## src/rtl/div_pkg.sv

```systemverilog
// Shared definitions for the sequential divider: FSM encodings, state type,
// the divide-by-zero quotient pattern and the full-adder / mux cells used by
// the carry-select subtractor.
package div_pkg;

    // Legacy-compatible state encodings; the enum below is built on them.
    localparam logic [1:0] S_IDLE = 2'd0;
    localparam logic [1:0] S_RUN  = 2'd1;
    localparam logic [1:0] S_DONE = 2'd2;

    typedef enum logic [1:0] {
        IDLE = S_IDLE,
        RUN  = S_RUN,
        DONE = S_DONE
    } state_t;

    // Quotient reported for a zero divisor (all ones, truncated to W by the user).
    localparam int unsigned QUOT_DBZ_W = 64;
    localparam logic [QUOT_DBZ_W-1:0] QUOT_DBZ = '1;

    // Bits per carry-select slice, matching the multiplier tree adder slices.
    localparam int unsigned CSEL_SLICE = 3;

    // Full-adder cell: returns {carry_out, sum}.
    function automatic logic [1:0] fa_cell(input logic x, input logic y, input logic ci);
        return {(x & y) | (x & ci) | (y & ci), x ^ y ^ ci};
    endfunction

    // 2:1 mux cell.
    function automatic logic mux_cell(input logic sel, input logic d0, input logic d1);
        return sel ? d1 : d0;
    endfunction

endpackage

```

## src/rtl/csel_sub.sv

```systemverilog
// Carry-select subtractor: diff = a - b computed as a + ~b + 1.
// Each 3-bit slice holds two ripple chains of full adders (carry-in 0 and 1)
// and the incoming slice carry selects between them.
// Ports:
//   a        minuend, N bits
//   b        subtrahend, N bits
//   diff     a - b modulo 2^N
//   borrow_n carry out of the top bit; 1 means a >= b (no borrow)
module csel_sub
    import div_pkg::*;
#(
    parameter int unsigned N = 9
) (
    input  logic [N-1:0] a,
    input  logic [N-1:0] b,
    output logic [N-1:0] diff,
    output logic         borrow_n
);

    localparam int unsigned NS = (N + CSEL_SLICE - 1) / CSEL_SLICE;

    logic [N:1]  w_k0;  // ripple carries assuming slice carry-in 0
    logic [N:1]  w_k1;  // ripple carries assuming slice carry-in 1
    logic [NS:0] w_c;   // selected carries between slices

    // The +1 of two's-complement negation enters as the first slice carry.
    assign w_c[0] = 1'b1;

    for (genvar i = 0; i < N; i++) begin : g_bit
        localparam int unsigned S = i / CSEL_SLICE;
        logic w_cin0;
        logic w_cin1;
        logic w_s0;
        logic w_s1;

        // Slice boundary: both speculative chains restart with fixed carries.
        if ((i % CSEL_SLICE) == 0) begin : g_head
            assign w_cin0 = 1'b0;
            assign w_cin1 = 1'b1;
        end else begin : g_body
            assign w_cin0 = w_k0[i];
            assign w_cin1 = w_k1[i];
        end

        assign {w_k0[i+1], w_s0} = fa_cell(a[i], ~b[i], w_cin0);
        assign {w_k1[i+1], w_s1} = fa_cell(a[i], ~b[i], w_cin1);
        assign diff[i] = mux_cell(w_c[S], w_s0, w_s1);

        // Last bit of a slice produces the carry into the next slice.
        if (((i % CSEL_SLICE) == (CSEL_SLICE - 1)) || (i == N - 1)) begin : g_tail
            assign w_c[S+1] = mux_cell(w_c[S], w_k0[i+1], w_k1[i+1]);
        end
    end

    assign borrow_n = w_c[NS];

endmodule

```

## src/rtl/seq_divider.sv

```systemverilog
// Iterative radix-2 restoring unsigned divider with start/busy/done handshake.
// One trial subtraction per RUN cycle; results are held until the next
// accepted start. A zero divisor completes in one edge with all-ones quotient.
// Ports:
//   clk, rst_n          clock, synchronous active-low reset
//   start               request a division (honoured in IDLE or DONE)
//   dividend, divisor   operands, sampled on the accepting edge
//   busy                high while iterating
//   done                one-cycle completion pulse
//   quotient, remainder held results
//   div_by_zero         set with done when the divisor was zero
module seq_divider
    import div_pkg::*;
#(
    parameter int unsigned W  = 8,
    parameter int unsigned CW = $clog2(W + 1)
) (
    input  logic         clk,
    input  logic         rst_n,
    input  logic         start,
    input  logic [W-1:0] dividend,
    input  logic [W-1:0] divisor,
    output logic         busy,
    output logic         done,
    output logic [W-1:0] quotient,
    output logic [W-1:0] remainder,
    output logic         div_by_zero
);

    state_t        r_state;
    logic [W-1:0]  r_a;     // dividend shifting out / quotient shifting in
    logic [W-1:0]  r_div;
    logic [W:0]    r_p;     // partial remainder
    logic [CW-1:0] r_cnt;

    state_t        w_nxt_state;
    logic [W-1:0]  w_nxt_a;
    logic [W-1:0]  w_nxt_div;
    logic [W:0]    w_nxt_p;
    logic [CW-1:0] w_nxt_cnt;
    logic          w_nxt_busy;
    logic          w_nxt_done;
    logic [W-1:0]  w_nxt_q;
    logic [W-1:0]  w_nxt_r;
    logic          w_nxt_dbz;

    logic [W:0]    w_p_shift;
    logic [W:0]    w_diff;
    logic          w_no_borrow;
    logic          w_take;
    logic [W:0]    w_p_iter;
    logic [W-1:0]  w_a_iter;

    // One restoring step: shift in the next dividend bit and try the divisor.
    assign w_p_shift = {r_p[W-1:0], r_a[W-1]};

    csel_sub #(
        .N(W + 1)
    ) u_sub (
        .a       (w_p_shift),
        .b       ({1'b0, r_div}),
        .diff    (w_diff),
        .borrow_n(w_no_borrow)
    );

    // A set top bit in P means the shifted value exceeds any divisor, so the
    // subtraction must succeed; the restoring invariant keeps that bit at 0.
    assign w_take   = w_no_borrow | r_p[W];
    assign w_p_iter = w_take ? w_diff : w_p_shift;
    assign w_a_iter = {r_a[W-2:0], w_take};

    // Next-state and next-output logic.
    always_comb begin
        w_nxt_state = r_state;
        w_nxt_a     = r_a;
        w_nxt_div   = r_div;
        w_nxt_p     = r_p;
        w_nxt_cnt   = r_cnt;
        w_nxt_busy  = 1'b0;
        w_nxt_done  = 1'b0;
        w_nxt_q     = quotient;
        w_nxt_r     = remainder;
        w_nxt_dbz   = div_by_zero;

        case (r_state)
            IDLE, DONE: begin
                w_nxt_state = IDLE;
                if (start) begin
                    w_nxt_a   = dividend;
                    w_nxt_div = divisor;
                    w_nxt_p   = '0;
                    w_nxt_cnt = '0;
                    if (divisor != '0) begin
                        w_nxt_state = RUN;
                        w_nxt_busy  = 1'b1;
                    end else begin
                        w_nxt_state = DONE;
                        w_nxt_done  = 1'b1;
                        w_nxt_q     = W'(QUOT_DBZ);
                        w_nxt_r     = dividend;
                        w_nxt_dbz   = 1'b1;
                    end
                end
            end

            RUN: begin
                w_nxt_a   = w_a_iter;
                w_nxt_p   = w_p_iter;
                w_nxt_cnt = r_cnt + CW'(1);
                if (r_cnt == CW'(W - 1)) begin
                    w_nxt_state = DONE;
                    w_nxt_done  = 1'b1;
                    w_nxt_q     = w_a_iter;
                    w_nxt_r     = w_p_iter[W-1:0];
                    w_nxt_dbz   = 1'b0;
                end else begin
                    w_nxt_busy = 1'b1;
                end
            end

            default: begin
                w_nxt_state = IDLE;
            end
        endcase
    end

    // State, datapath and output registers.
    always_ff @(posedge clk) begin
        if (!rst_n) begin
            r_state     <= IDLE;
            r_a         <= '0;
            r_div       <= '0;
            r_p         <= '0;
            r_cnt       <= '0;
            busy        <= 1'b0;
            done        <= 1'b0;
            quotient    <= '0;
            remainder   <= '0;
            div_by_zero <= 1'b0;
        end else begin
            r_state     <= w_nxt_state;
            r_a         <= w_nxt_a;
            r_div       <= w_nxt_div;
            r_p         <= w_nxt_p;
            r_cnt       <= w_nxt_cnt;
            busy        <= w_nxt_busy;
            done        <= w_nxt_done;
            quotient    <= w_nxt_q;
            remainder   <= w_nxt_r;
            div_by_zero <= w_nxt_dbz;
        end
    end

endmodule

```

## config.mk

```make
export PLATFORM = sky130hd
export DESIGN_NAME = seq_divider
export DESIGN_NICKNAME = d
export VERILOG_FILES = /design/src/rtl/div_pkg.sv /design/src/rtl/csel_sub.sv /design/src/rtl/seq_divider.sv
export SDC_FILE = /design/constraint.sdc
export NUM_CORES = 1
export LEC_CHECK = 0
export ABC_CLOCK_PERIOD_IN_PS = 3900
export BUFFER_PORTS_ARGS = -buffer_cell sky130_fd_sc_hd__buf_2
export CORE_ASPECT_RATIO = 0.5
export CORE_UTILIZATION = 50
export DETAILED_ROUTE_END_ITERATION = 10
export PLACE_DENSITY = 0.71
export RECOVER_POWER = 25
export SYNTH_ARGS = -nofsm -noshare
export SYNTH_HDL_FRONTEND = slang
export SYNTH_SLANG_ARGS = --single-unit
```

## constraint.sdc

```tcl
create_clock -name clk -period 3.9 [get_ports clk]
set_input_delay 0.78 -clock clk [delete_from_list [all_inputs] [get_ports clk]]
set_output_delay 0.78 -clock clk [all_outputs]
set_load 0.1 [all_outputs]
```

==> reports/metrics.cfg, run 1 <==
[status]
outcome = finished clean

[clock_network]
cts_tree = built
worst_skew_pair.late_latency_ps = 310
clockRootBuffer = clkbuf_8
numCtsBuffers = 5
ctsHoldBuffers = 0
htree_levels = 2
path_clk_slew_ps = 100
cts_resized = 0
cts.sinks = 50
post_cts_buffers = 0
clockBufferDepth = 2

[drt]
drtAntennaViolNets = 0
initialDrtViolationCount = 102
firstDrtPassIters = 4
vias = 2122
viasPerCell = 5.41
drt_wl_total_mm = 5.60
wl_per_cell_um = 14.3
drc_errors = 0

[sta]
fin_crit_sh_pct = 82.7
rsz0062_at_grt = false
fmax_mhz = 310
final.min_clock_period_ps = 3220
slew_headroom_pct = 30.1
fin_skew_ps = 8.31
maxSlewViolCount = 0
worstMarginPinSlew_ps = 1050
finalHoldViolations = 0
setup_violations = 0
finalSetupTns_ps = 0
fin_ws_ps = 675

[worst_hold_path]
holdCritPathClass = reg -> reg
min_path_cells = 2

[power_and_ir_drop]
combPwrFrac_pct = 21.3
power_leakage_nw = 1.13
fin_total_pwr_w = 0.00118
p_clk_share_pct = 31.9
sw_frac_of_total_pct = 30.0
seqPwrFrac_pct = 46.8
power_density_nw_per_um2 = 426
switching_power_w = 0.000354
irDropWorstVdd_v = 0.000208
internal_power_w = 0.000827

[worst_setup_path]
required_ps = 4130
criticalPathCategory = reg -> reg
startpoint_type = flip-flop
reg2reg_depth = 10
crit_path_max_fanout = 17
worstPathArrival_ps = 3450
cp-end-kind = flip-flop

[logic_synthesis]
ys_top_cells_by_area = dfxtp_1, nand2_1, ha_1, nor3_1, nor2_1
async_flop_share_pct = 0
syn-cell-area_um2 = 2430
synth-seq-area-share_pct = 41.2
synth_top_area_share_pct = 41.2
synth_seq_cells = 50
avgSynthCellArea_um2 = 8.29
ys_types = 48
ys_warn_count = 0
synth_top_cell_by_area = dfxtp_1
synth-edff-count = 0
synth_fp_nets = 323
ys.flop_type = dfxtp_1
post_synth_inst_count = 293

[flow_run]
drv_cap = 0

[finish]
antennaDiodeCount = 0
drive_gt1_share_pct = 17.8
fillers = 420
fin_util_pct = 61.1
area_delta_synth_final_pct = 14.0
final_nets = 355

[die]
dieArea_um2 = 5160
rows = 17
start_util_pct = 53.6
core-area_um2 = 4530
die_w_um = 101
io_pins = 38
die_h_um = 51.3

[place]
dpl.hpwl_mm = 4.09
dpl_worst_slack_ps = 713
place.gp.congestion = 0.770
portBuffers = 37

[grt]
grt_overflow = 0
grt_pass1_wl_mm = 9.40
grtUsageTotal_pct = 24.1
antenna_found_initial = 0
grt_pass1_vias = 1938
grt_max_degree = 30

## placed cells by master (no fill, tap or decap), drive strengths merged, types with 4 or more instances in the layout
cell type   n
nand2      52
dfxtp      50
buf        39
nor2       25
nor3       20
o21ai      19
a21oi      16
inv        14
a31oi       9
ha          9
nand2b      7
clkbuf      7
mux2i       6
nand3       5
o22ai       5
a211oi      5
mux2        4
## Yosys cell counts, types with 3 or more instances
cell type  number
nand2_1        51
dfxtp_1        50
nor2_1         25
nor3_1         20
o21ai_0        16
a21oi_1        15
clkbuf_1       13
inv_1          13
a31oi_1         9
ha_1            9
nand2b_1        7
mux2i_1         5
nand3_1         5
o22ai_1         5
a211oi_2        3
mux2_4          3
o21a_1          3
xnor2_1         3
## critical path: stages, from the launching register on
cell and delay [ps]:
dfxtp_1 350, inv_1 60, ha_1 200, fa_1 380, fa_1 440, nand2b_1 160, nand2_4 80, o21ai_4 250
mux2i_4 630, mux2_4 360, a211oi_2 210
## flip-flops by register name (all words and copies together), names as in the netlist
| name | flops |
|---|---|
| r_p | 9 |
| quotient | 8 |
| r_a | 8 |
| r_div | 8 |
| remainder | 8 |
| r_cnt | 4 |
| r_state | 2 |
| busy | 1 |
| div_by_zero | 1 |
| done | 1 |
## power by group through the flow
| stage | Combinational [W] | Sequential (W) | Clock (W) |
|---|---|---|---|
| 2_1_floorplan | 0.000195 | 0.000567 | 0 |
| 3_3_place_gp | 0.000245 | 0.000564 | 0 |
| 3_5_place_dp | 0.000250 | 0.000564 | 0 |
| 4_1_cts | 0.000252 | 0.000552 | 0.000383 |
| 5_1_grt | 0.000279 | 0.000556 | 0.000407 |
| 6_report | 0.000252 | 0.000552 | 0.000376 |
## routing by layer
metal,global-route usage (%),wire length (µm)
met5,0,0
met4,6.52,50
met3,4.51,292
met2,37.0,2460
met1,34.7,2800
## metrics by stage
stage | hold WS, ps | instances | area, µm²
2_1_floorplan | 434 | 293 | 2430
3_3_place_gp | 444 | 384 | 2660
3_5_place_dp | 450 | 384 | 2660
4_1_cts | 464 | 392 | 2780
5_1_grt | 484 | 392 | 2770
6_report | 465 | 392 | 2770
## logic make-up (layout without fill, tap and decap cells)
family	count (synthesis)	count (layout)	share of synthesized area, %
adders and majority gates	11	11	6.28
muxes	10	10	5.30
and+or+nand+nor	118	118	21.8
DFF	50	50	41.2
xor gates and xnor gates	5	5	1.80
buffers and inverters	30	63	4.84
AOI/OAI and AO/OA	69	69	18.8
## final timing paths
check | startpoint | to | slack, ps
worst min-delay path | r_div[0]$_SDFFE_PN0P_ | r_div[0]$_SDFFE_PN0P_ | 460
worst max register to register | r_a[7]$_SDFFE_PN0P_ | remainder[1]$_SDFFE_PN0P_ | 680
worst min register to register | r_div[0]$_SDFFE_PN0P_ | r_div[0]$_SDFFE_PN0P_ | 460
worst max-delay path | r_a[7]$_SDFFE_PN0P_ | remainder[1]$_SDFFE_PN0P_ | 680
## final cells by class
class / count / area (µm²) / share of cell area (%)
sequential: 50 / 1000 / 36.1
clock inverter: 3 / 43.8 / 1.58
tap: 66 / 82.6 / 2.98
inverter: 14 / 52.6 / 1.90
multi-input combinational: 213 / 1310 / 47.3
clock buffer: 5 / 68.8 / 2.48
timing repair buffer: 41 / 210 / 7.59
Power figures use the tool's default switching activity.
==> inputs of run 2 (changes only) <==
--- a/config.mk
+++ b/config.mk
@@ -5,7 +5,8 @@
 export SDC_FILE = /design/constraint.sdc
 export NUM_CORES = 1
 export LEC_CHECK = 0
-export ABC_CLOCK_PERIOD_IN_PS = 3900
+export ABC_AREA = 1
+export ABC_CLOCK_PERIOD_IN_PS = 3350
 export BUFFER_PORTS_ARGS = -buffer_cell sky130_fd_sc_hd__buf_2
 export CORE_ASPECT_RATIO = 0.5
 export CORE_UTILIZATION = 50
==> constraint.sdc (replaced) <==
create_clock -name clk -period 3.35 [get_ports clk]
set_input_delay 0.67 -clock clk [delete_from_list [all_inputs] [get_ports clk]]
set_output_delay 0.67 -clock clk [all_outputs]
set_load 0.1 [all_outputs]
==> run 2 against run 1 <==
  * Clock skew decreased by 2.1 ps
  * Cell count increased by 11%
  * Critical path type unchanged
  * Sequential power increased by 17%
  * Critical path depth increased by 7
  * Area after synthesis increased by 1.3%
  * Flip-flop and latch count unchanged
  * Die area increased by 1.3%
  * Sequential share of layout area decreased by 0.21 points
  * Design area increased by 0.59%
  * Clock-buffer cell count increased by 1
==> reports/metrics.cfg, run 2 <==
[worst_hold_path]
min_path_cells = 2  ; unchanged
min-delay-start = div_by_zero$_SDFFE_PN0P_
holdCritPathClass = reg -> reg
min_to = div_by_zero$_SDFFE_PN0P_

[logic_synthesis]
ys_warn_count = 0  ; unchanged
synth_commonest_cells = nand2_1, dfxtp_1, a21oi_1
synth_top_area_share_pct = 40.7  ; -0.54 points
synth-seq-area-share_pct = 40.7  ; -0.54 points
synth_fp_nets = 364  ; +13%
synth_seq_cells = 50  ; unchanged
synth-edff-count = 0  ; unchanged
avgSynthCellArea_um2 = 7.37  ; -11%
post_synth_inst_count = 334  ; +14%
yosysMostFrequentCell = nand2_1
ys.flop_type = dfxtp_1
synth_top_cell_by_area = dfxtp_1
async_flop_share_pct = 0  ; unchanged
ys_top_cells_by_area = dfxtp_1, nand2_1, a21oi_1, o21ai_0, inv_1
ys_types = 29  ; -40%
syn-cell-area_um2 = 2460  ; +1.3%

[sta]
setup_violations = 0  ; unchanged
slew_headroom_pct = 20.8  ; -9.4 points
worstMarginPinSlew_ps = 1190  ; +141 ps
fin_ws_ps = 645  ; -30.2 ps
fmax_mhz = 370  ; +19%
fin_crit_sh_pct = 80.8  ; -1.9 points
finalSetupTns_ps = 0  ; unchanged
final.min_clock_period_ps = 2710  ; -520 ps
fin_skew_ps = 6.18  ; -2.13 ps
finalHoldViolations = 0  ; unchanged
maxSlewViolCount = 0  ; unchanged
rsz0062_at_grt = false

[clock_network]
numCtsBuffers = 5  ; unchanged
htree_levels = 2  ; unchanged
worst_skew_pair.late_latency_ps = 310  ; about the same
clockRootBuffer = clkbuf_8
clockBufferDepth = 2  ; unchanged
post_cts_buffers = 0  ; unchanged
ctsHoldBuffers = 0  ; unchanged
path_clk_slew_ps = 100  ; about the same
cts.sinks = 50  ; unchanged
cts_resized = 0  ; unchanged
cts_tree = built

[drt]
initialDrtViolationCount = 88  ; -14%
drt_wl_total_mm = 5.67  ; +1.2%
drtAntennaViolNets = 0  ; unchanged
vias = 2250  ; +6.0%
firstDrtPassIters = 5  ; +1
viasPerCell = 5.17  ; -4.4%
wl_per_cell_um = 13.0  ; -8.8%
drc_errors = 0  ; unchanged

[grt]
grt_pass1_vias = 1930  ; -0.41%
antenna_found_initial = 0  ; unchanged
grt_max_degree = 32  ; +6.7%
grtUsageTotal_pct = 23.5  ; -0.64 points
grt_overflow = 0  ; unchanged
grt_pass1_wl_mm = 9.09  ; -3.2%

[finish]
drive_gt1_share_pct = 16.3  ; -1.5 points
final_common_cell = nand2_1
fillers = 461  ; +9.8%
area_delta_synth_final_pct = 13.2
largest_reg_flops = 9  ; unchanged
regMostFlops = r_p
final_nets = 398  ; +12%
multi_input_area_um2 = 1260  ; -4.0%
seq_area_um2 = 1000  ; unchanged
final_area_um2 = 2790  ; +0.59%
final_cell_mix = nand2_1, dfxtp_1, a21oi_1
fin_util_pct = 61.2  ; +0.072 points
antennaDiodeCount = 0  ; unchanged

[power_and_ir_drop]
power_density_nw_per_um2 = 483  ; +13%
fin_total_pwr_w = 0.00135  ; +14%
irDropWorstVdd_v = 0.000278  ; +34%
power_leakage_nw = 1.31  ; +16%

[place]
dpl_worst_slack_ps = 709  ; -3.50 ps
dpl_cell_area_um2 = 2700  ; +1.2%
portBuffers = 37  ; unchanged
place.gp.congestion = 0.832  ; +8.1%
dpl.hpwl_mm = 4.06  ; -0.90%

[worst_setup_path]
cp-end-kind = flip-flop
r2r_slack_ps = 640  ; -30 ps
reg2reg_to = r_p[7]$_SDFFE_PN0P_
startpoint_type = flip-flop
worstPathArrival_ps = 2960  ; -490 ps
crit_path_max_fanout = 9  ; -8
required_ps = 3610  ; -520 ps
criticalPathCategory = reg -> reg
r2r_start = r_a[7]$_SDFFE_PN0P_
reg2reg_depth = 17  ; +7

[status]
outcome = finished clean

[die]
rows = 17  ; unchanged
die_h_um = 51.6  ; +0.63%
start_util_pct = 54.1  ; +0.46 points
dieArea_um2 = 5230  ; +1.3%
die_w_um = 101  ; +0.66%
io_pins = 38  ; unchanged
core-area_um2 = 4550  ; +0.47%

[flow_run]
drv_cap = 0  ; unchanged

run 2: changes by cell type in the layout (fill, tap and decap cells not counted), sizes merged, moves of 8 or more:
cell    before  now
inv         14   37
o211ai       0    8
a31oi        9    0
a21oi       16   44
nand2       52   85
nor3        20    0
o21ai       19   31
run 2: power by group:
part | internal, W | total, W | switching, W
clock | 0.000170 | 0.000383 | 0.000213
combinational | 0.000106 | 0.000315 | 0.000209
sequential | 0.000625 | 0.000648 | 0.0000233
total | 0.000902 | 0.00135 | 0.000445
run 2: cell type report:
class | instances | area share, %
multi-input combinational | 232 | 45.2
sequential | 50 | 35.9
timing repair buffer | 39 | 6.96
inverter | 40 | 5.39
clock buffer | 6 | 2.96
tap | 66 | 2.96
clock inverter | 2 | 0.629
run 2: kinds of logic (layout without fill, tap and decap cells):
kind of cell / count (synthesis) / count (layout) / synth area share, %
AO/OA/AOI/OAI: 86 / 86 / 19.0
XOR/XNOR: 4 / 4 / 1.42
adder cells (fa/ha/maj): 11 / 11 / 6.20
buffers and inverters: 52 / 87 / 8.13
flip-flops: 50 / 50 / 40.7
AND/OR/NAND/NOR: 131 / 131 / 24.6
run 2: worst max-delay path, cell delays in order, from the launching register on:
cell and delay [ps]:
dfxtp_1 370, inv_1 50, ha_1 200, fa_1 380
fa_1 430, inv_1 90, nand2_1 80, nand3_2 80
nand2_2 80, nand2_4 90, nand2_4 70, nand2_4 120
nand3_4 140, nor2_2 160, nand2_1 90, nand3_1 90
nand2_1 50, inv_1 80
run 2: per-layer routing:
metal	up-vias	global-route usage, %	wire length [µm]
li1	1159	-	-
met3	7	6.45	457
met2	65	35.7	2370
met5	-	0	0
met1	1019	33.3	2810
met4	0	5.07	29
run 2: worst max-delay path by stage:
stage,startpoint,end,slack [ps],cells past startpoint
2_1_floorplan,r_a[7]$_SDFFE_PN0P_,remainder[7]$_SDFFE_PN0P_,940,18
3_3_place_gp,r_a[7]$_SDFFE_PN0P_,r_p[7]$_SDFFE_PN0P_,760,17
3_5_place_dp,r_a[7]$_SDFFE_PN0P_,r_p[7]$_SDFFE_PN0P_,710,18
4_1_cts,r_a[7]$_SDFFE_PN0P_,r_p[7]$_SDFFE_PN0P_,690,17
5_1_grt,r_a[7]$_SDFFE_PN0P_,r_p[7]$_SDFFE_PN0P_,390,17
6_report,r_a[7]$_SDFFE_PN0P_,r_p[7]$_SDFFE_PN0P_,640,17
run 2: per-stage QoR:
step	std cells	hold slack, ps
2_1_floorplan	334	437
6_report	435	477
3_3_place_gp	427	450
4_1_cts	435	476
5_1_grt	435	505
3_5_place_dp	427	462
